--- config.mk ---
export PLATFORM = sky130hd
export DESIGN_NAME = seq_bcd_converter
export DESIGN_NICKNAME = d
export VERILOG_FILES = /design/src/rtl/seq_bcd_converter.sv
export SDC_FILE = /design/constraint.sdc
export NUM_CORES = 1
export LEC_CHECK = 0
export BUFFER_PORTS_ARGS = -buffer_cell sky130_fd_sc_hd__buf_2
export CAP_MARGIN = 20
export CORE_MARGIN = 10
export CORE_UTILIZATION = 40
export CTS_CLUSTER_SIZE = 14
export DETAILED_ROUTE_END_ITERATION = 10
export PLACE_DENSITY_LB_ADDON = 0.25
export SLEW_MARGIN = 20
export SYNTH_ARGS = -nofsm -noshare
export SYNTH_HDL_FRONTEND = slang
export SYNTH_SLANG_ARGS = --single-unit
export TNS_END_PERCENT = 30
--- constraint.sdc ---
create_clock -name clk -period 3 [get_ports clk]
set_clock_uncertainty 0.05 [all_clocks]
set_input_delay 0.15 -clock clk [delete_from_list [all_inputs] [get_ports clk]]
set_output_delay 0.15 -clock clk [all_outputs]
set_load 0.1 [all_outputs]
--- src/rtl/seq_bcd_converter.sv ---
// Sequential binary-to-BCD converter (shift-and-add-3), optional two's-complement input.
// Latency WIDTH+1 cycles from the accepting edge to done; start is ignored while busy.
module seq_bcd_converter #(
    parameter int WIDTH  = 8,
    parameter int DIGITS = 3,
    parameter int SIGNED = 0
) (
    input  logic                  clk,
    input  logic                  reset,
    input  logic                  start,
    input  logic [WIDTH-1:0]      bin,
    output logic                  busy,
    output logic                  done,
    output logic [4*DIGITS-1:0]   bcd,
    output logic                  neg
);

    function automatic longint unsigned pow10(input int n);
        longint unsigned r;
        r = 64'd1;
        for (int k = 0; k < n; k++) r = r * 64'd10;
        return r;
    endfunction

    localparam longint unsigned MAX_MAG = (SIGNED != 0) ? (64'd1 << (WIDTH - 1))
                                                        : ((64'd1 << WIDTH) - 64'd1);
    localparam int CW = $clog2(WIDTH + 1);

    generate
        if (WIDTH < 4 || WIDTH > 32) begin : g_bad_width
            $fatal(1, "seq_bcd_converter: WIDTH must be within 4..32");
        end
        if (pow10(DIGITS) <= MAX_MAG) begin : g_bad_digits
            $fatal(1, "seq_bcd_converter: DIGITS too small for the operand range");
        end
    endgenerate

    localparam logic [1:0] S_IDLE  = 2'd0;
    localparam logic [1:0] S_SHIFT = 2'd1;
    localparam logic [1:0] S_DONE  = 2'd2;

    logic [1:0]          state_q,    state_d;
    logic [WIDTH-1:0]    operand_q,  operand_d;
    logic [4*DIGITS-1:0] scratch_q,  scratch_d;
    logic [CW-1:0]       cnt_q,      cnt_d;
    logic                neg_pend_q, neg_pend_d;
    logic [4*DIGITS-1:0] bcd_q,      bcd_d;
    logic                neg_q,      neg_d;

    logic [4*DIGITS-1:0] scratch_adj;
    logic [4*DIGITS-1:0] scratch_shift;
    logic [WIDTH-1:0]    bin_mag;
    logic                bin_neg;

    // Add-3 correction keeps every digit decimal after the following doubling.
    always_comb begin
        scratch_adj = scratch_q;
        for (int k = 0; k < DIGITS; k++) begin
            if (scratch_q[4*k +: 4] >= 4'd5) begin
                scratch_adj[4*k +: 4] = scratch_q[4*k +: 4] + 4'd3;
            end
        end
        scratch_shift = {scratch_adj[4*DIGITS-2:0], operand_q[WIDTH-1]};
    end

    // The most negative operand negates to itself, which read unsigned is the right magnitude.
    always_comb begin
        bin_neg = (SIGNED != 0) && bin[WIDTH-1];
        bin_mag = bin_neg ? (~bin + WIDTH'(1)) : bin;
    end

    always_comb begin
        state_d    = state_q;
        operand_d  = operand_q;
        scratch_d  = scratch_q;
        cnt_d      = cnt_q;
        neg_pend_d = neg_pend_q;
        bcd_d      = bcd_q;
        neg_d      = neg_q;
        case (state_q)
            S_IDLE, S_DONE: begin
                if (start) begin
                    state_d    = S_SHIFT;
                    operand_d  = bin_mag;
                    neg_pend_d = bin_neg;
                    scratch_d  = '0;
                    cnt_d      = CW'(WIDTH);
                end else begin
                    state_d = S_IDLE;
                end
            end
            S_SHIFT: begin
                scratch_d = scratch_shift;
                operand_d = {operand_q[WIDTH-2:0], 1'b0};
                cnt_d     = cnt_q - CW'(1);
                if (cnt_q == CW'(1)) begin
                    state_d = S_DONE;
                    bcd_d   = scratch_shift;
                    neg_d   = neg_pend_q;
                end
            end
            default: state_d = S_IDLE;
        endcase
    end

    always_ff @(posedge clk or posedge reset) begin
        if (reset) begin
            state_q    <= S_IDLE;
            operand_q  <= '0;
            scratch_q  <= '0;
            cnt_q      <= '0;
            neg_pend_q <= 1'b0;
            bcd_q      <= '0;
            neg_q      <= 1'b0;
        end else begin
            state_q    <= state_d;
            operand_q  <= operand_d;
            scratch_q  <= scratch_d;
            cnt_q      <= cnt_d;
            neg_pend_q <= neg_pend_d;
            bcd_q      <= bcd_d;
            neg_q      <= neg_d;
        end
    end

    assign busy = (state_q == S_SHIFT);
    assign done = (state_q == S_DONE);
    assign bcd  = bcd_q;
    assign neg  = neg_q;

endmodule

After elaboration in Yosys (flattened, before gate mapping)
Index checks and enable logic that the tools add are counted.
Storage, ports and cells
  flip-flop bits (word level): 38
  logic and storage cells: 34
  output and inout bits: 15
  input bits: 11
Operators by class
  $lt $le $gt $ge: 3
  add/sub/neg operators: 4
  reduce and logical (&&, ||, !) cells: 5
  eq/ne operators: 5
  muxes and demuxes: 12
Operators with widths (count)
  $pmux W12 S2: 1
  $pmux W8 S2: 1
  $ge A4 B3 Y1 const B: 3
  $mux W12: 1
  $mux W4: 3
  $add A4 B2 Y4 const B: 2
  $mux W8: 1
  $pmux W4 S2: 1
  $eq A4 B1 Y1 const B: 1
  $pmux W2 S2: 1
  $reduce_and A2 Y1: 2
  $sub A4 B1 Y4 const B: 1
  $add A3 B2 Y3 const B: 1
  $mux W3: 1
  $eq A2 B1 Y1 const B: 1
  $eq A2 B2 Y1 const B: 1
  $logic_not A2 Y1: 1
  $mux W2: 1
  $ne A2 B1 Y1 const B: 1
  $ne A2 B2 Y1 const B: 1
  $reduce_bool A2 Y1: 1
  $reduce_or A2 Y1: 1
  $mux W1: 1

Longest topological paths before layout
  depth in word-level cells: 4
  gate-level depth with buffers: 7
  gate-level depth less buffers: 6

Worst setup path after synthesis
No wires, ideal clock.
  path type: register -> output
  from: register state_q[0]
  to: output port done
  data arrival time: 1.727 ns
  path buffers: 0
  required time: 2.800 ns
  slack: 1.073 ns
  stages on the path, launching flop included: 2
  cells stage by stage: dfrtp_1 -> nor2b_1
On the way
  longest elaborated chain between the ends: 1
RTL lines
  from (decl): RTL line 42  | logic [1:0] state_q, state_d;
  from (signal assigned): RTL line 116  | state_q <= state_d;
  $eq A2 B2 Y1: RTL line 127  | assign done = (state_q == S_DONE);
  to (decl): RTL line 13  | output logic done,
Every way passes these cells.

Worst setup path in the final report
  from: register state_q[0]
  to: register scratch_q[1]
On the way
  longest elaborated chain between the ends: 4
  elaborated cells on any way between the ends: 8
  those cells by class: eq/ne (3); mux (1); reduce/logical (4)
RTL lines
  $eq A2 B2 Y1 / $logic_not A2 Y1 (equally long branches): RTL line 80  | case (state_q)
  $reduce_or A2 Y1: RTL line 80
  $ne A2 B2 Y1 (no line) / $reduce_bool A2 Y1 (equally long branches)
  $reduce_and A2 Y1 (no line)
  to (signal assigned): RTL line 118  | scratch_q <= scratch_d;
  to (decl): RTL line 44  | logic [4*DIGITS-1:0] scratch_q, scratch_d;
Several ways; a longest one is shown, not always the timed one.
A chain may end at the register's enable or synchronous reset.

==> flow_summary.yaml <==
outcome:
  status: "finished clean"
cts:
  insertion_delay_ns: 0.29
  tritoncts: "done"
  htree_levels: 2
  cts_root_buf: "clkbuf_8"
  cts_buffer_depth: 2
  path_clk_slew_ns: 0.07
  cts_buffers: 5
  clock_sinks: 38
  ctsResizeCount: 0
finish:
  drive_gt1_share_pct: 24.75
  area.growth.synth_to_final_pct: 14.26
  final_cells: 254
  fin_util_pct: 47.57
  antenna_cells: 0
  nFillCells: 412
  fin_nets: 220
sta:
  fin_crit_sh_pct: 66.44
  hold_viol: 0
  slew_headroom_pct: 45.65
  fmax_ghz: 0.5017
  tightest_slew_ns: 0.8143
  final_max_slew_viol_count: 0
  rsz0062_at_grt: "false"
  setup_viol: 0
  setup_ws_ns: 1.007
  setup_tns_ns: 0
  fin_crit_ns: 1.993
critical_path:
  cpMaxStageDelayCell: "nor2_2"
  crit_chain: "nand2b_1 -> inv_2 -> nor2_2 -> nand2_1 -> o21ai_0"
  path_max_fanout: 22
  critPathLaunchType: "register"
  path_class: "reg2reg"
  r2r_end: "scratch_q[1]"
  end_kind: "register"
  r2r_start: "state_q[0]"
  worstPathRequired_ns: 3.15
  ff2ff_path_depth: 5
  cp_data_arrival_time_ns: 2.14
  r2r_slack_ns: 1.01
  slowest_delay_ns: 0.68
synthesis:
  ys_top_cells_by_count: "dfrtp_1 (38), nand2_1 (32), o21ai_0 (17)"
  synth_most_common_cell: "dfrtp_1"
  dominantRegCellSynth: "dfrtp_1"
  synth_top_cell_area_share_pct: 52.09
  ys.warnings.count: 0
  netlist_instances: 174
  synth.area.top_cells: "dfrtp_1 (52%), nand2_1 (6.6%), ha_1 (5.5%)"
  async_flop_share_pct: 100.0
  synth_nets: 193
  syn_avg_cell_area_sq_um: 10.49
  yosysUniqueCellTypes: 31
  synth-edff-count: 0
  ys_seq_area_share_pct: 52.09
  yosysTopAreaCell: "dfrtp_1"
  synth_area_sq_um: 1826
  ys_seq_elements: 38
global_route:
  grt_pass1_wl_mm: 6.285
  grt_max_degree: 39
  first_global_vias: 1343
  antenna_found_initial: 0
  track_usage_pct: 10.52
  globalRouteOverflowTotal: 0
routing:
  top_layer_used: "met4"
  route.detailed.drc: 0
  dr_total_vias: 1332
  dr_wl_met2_mm: 1.835
  wl_mm: 3.799
  wl_met3_microns: 226
  wire_per_inst_microns: 14.96
  drt-met1-wl_mm: 1.670
  drtAntennaViolNets: 0
  drt_iter0_drc: 54
  firstDrtPassIters: 4
  avgViaCountPerCell: 5.244
placement:
  place_congestion: 0.8216
  dp.cells: 245
  post-place-ws_ns: 0.9954
  portBuffers: 24
  hpwl_mm: 2.777
worst_hold_path:
  hold_path_class: "in2reg"
  worstHoldStart: "bin[3]"
  min_to: "operand_q[3]"
  whs_path_depth: 3
die:
  core_sq_um: 4384
  start_util_pct: 41.64
  ios: 26
  die_w_microns: 87.56
  die_height_microns: 87.56
  row_count: 24
  die_area_sq_um: 7666
job:
  maxCapViolCount: 0
worst max-delay path, delay by kind of cell (launching register included):
kind,cells,cell delay (ns)
AND/OR/NAND/NOR,3,1.13
flip-flops,1,0.40
AO/OA/AOI/OAI,1,0.13
buffers and inverters,1,0.19
final cells by class:
type / instances / area (sq um) / share of cell area (%)
Clock inverter: 1 / 5.005 / 0.2400
Multi-Input combinational cell: 117 / 784.5 / 37.61
Inverter: 11 / 41.29 / 1.980
Tap cell: 52 / 65.06 / 3.119
Clock buffer: 7 / 86.33 / 4.139
Timing Repair Buffer: 28 / 152.6 / 7.319
Sequential cell: 38 / 950.9 / 45.59
metrics by stage:
step	cell area, sq um	hold WS (ns)
after floorplan	1826	0.2281
after global placement	1984	0.2257
after detailed placement	1984	0.2360
after CTS	2086	0.01679
after global routing	2086	0.02058
final	2086	0.02304
state kept, by name, indices dropped and copies added (netlist names):
signal     count
cnt_q          4
state_q        2
scratch_q     12
bcd           12
operand_q      8
kinds of logic after synthesis:
| kind of cell | count (synthesis) | share of synthesized area (%) |
|---|---|---|
| DFF | 38 | 52.09 |
| other | 1 | 0.2054 |
| xor gates and xnor gates | 3 | 1.440 |
| adders and majority gates | 8 | 5.483 |
| AOI/OAI and AO/OA | 43 | 15.76 |
| buffers and inverters | 19 | 4.935 |
| muxes | 8 | 5.552 |
| and+or+nand+nor | 54 | 14.53 |
worst max-delay path by stage:
stage | from | to | depth (start not counted)
finish | state_q[0] | scratch_q[1] | 5
global route | state_q[0] | scratch_q[11] | 5
CTS | state_q[0] | scratch_q[7] | 5
detailed placement | state_q[1] | bcd[2] | 5
global placement | state_q[1] | bcd[10] | 5
floorplan | state_q[0] | done | 1
per-layer routing:
metal / GRT usage [%] / vias to the layer above
li1: - / 646
met1: 12.26 / 654
met2: 16.93 / 25
met3: 3.807 / 7
met4: 4.783 / 0
met5: 0 / -
repair_timing:
item                                   in CTS  in global routing
endpoints found under the hold margin      38                  0
setup endpoints to repair                   0                  0
hold buffers                                1                  0
setup buffers                               0                  0
placed cells by master, fill, tap and decap left out:
| master | Yosys | layout |
|---|---|---|
| nand2_1 | 32 | 32 |
| clkbuf_8 | 0 | 6 |
| a21oi_1 | 5 | 5 |
| o21ai_1 | 3 | 3 |
| nand2b_2 | 2 | 2 |
| nor3b_1 | 5 | 5 |
| inv_1 | 9 | 9 |
| inv_2 | 2 | 2 |
| a21oi_2 | 1 | 1 |
| dfrtp_1 | 38 | 38 |
| a22o_1 | 4 | 4 |
| nor3b_2 | 1 | 1 |
| o21ai_0 | 17 | 17 |
| nor2_2 | 1 | 1 |
| ha_1 | 8 | 8 |
| a22o_2 | 2 | 2 |
| buf_2 | 3 | 24 |
| buf_4 | 4 | 3 |
| a211oi_1 | 1 | 1 |
| nand2b_1 | 3 | 3 |
| a21oi_4 | 2 | 2 |
| mux2_4 | 4 | 4 |
| nor3_1 | 4 | 4 |
| a22oi_1 | 7 | 7 |
| clkbuf_1 | 1 | 1 |
| dlygate4sd3_1 | 0 | 1 |
| conb_1 | 1 | 1 |
| nand3_1 | 4 | 4 |
| nor2b_1 | 2 | 2 |
| clkinv_2 | 0 | 1 |
| mux2i_1 | 3 | 3 |
| a31oi_1 | 1 | 1 |
| xnor2_1 | 3 | 3 |
| mux2_2 | 1 | 1 |
Power is not shown: default switching activity piles up to over one toggle a cycle in this logic, so the estimate is an artifact.
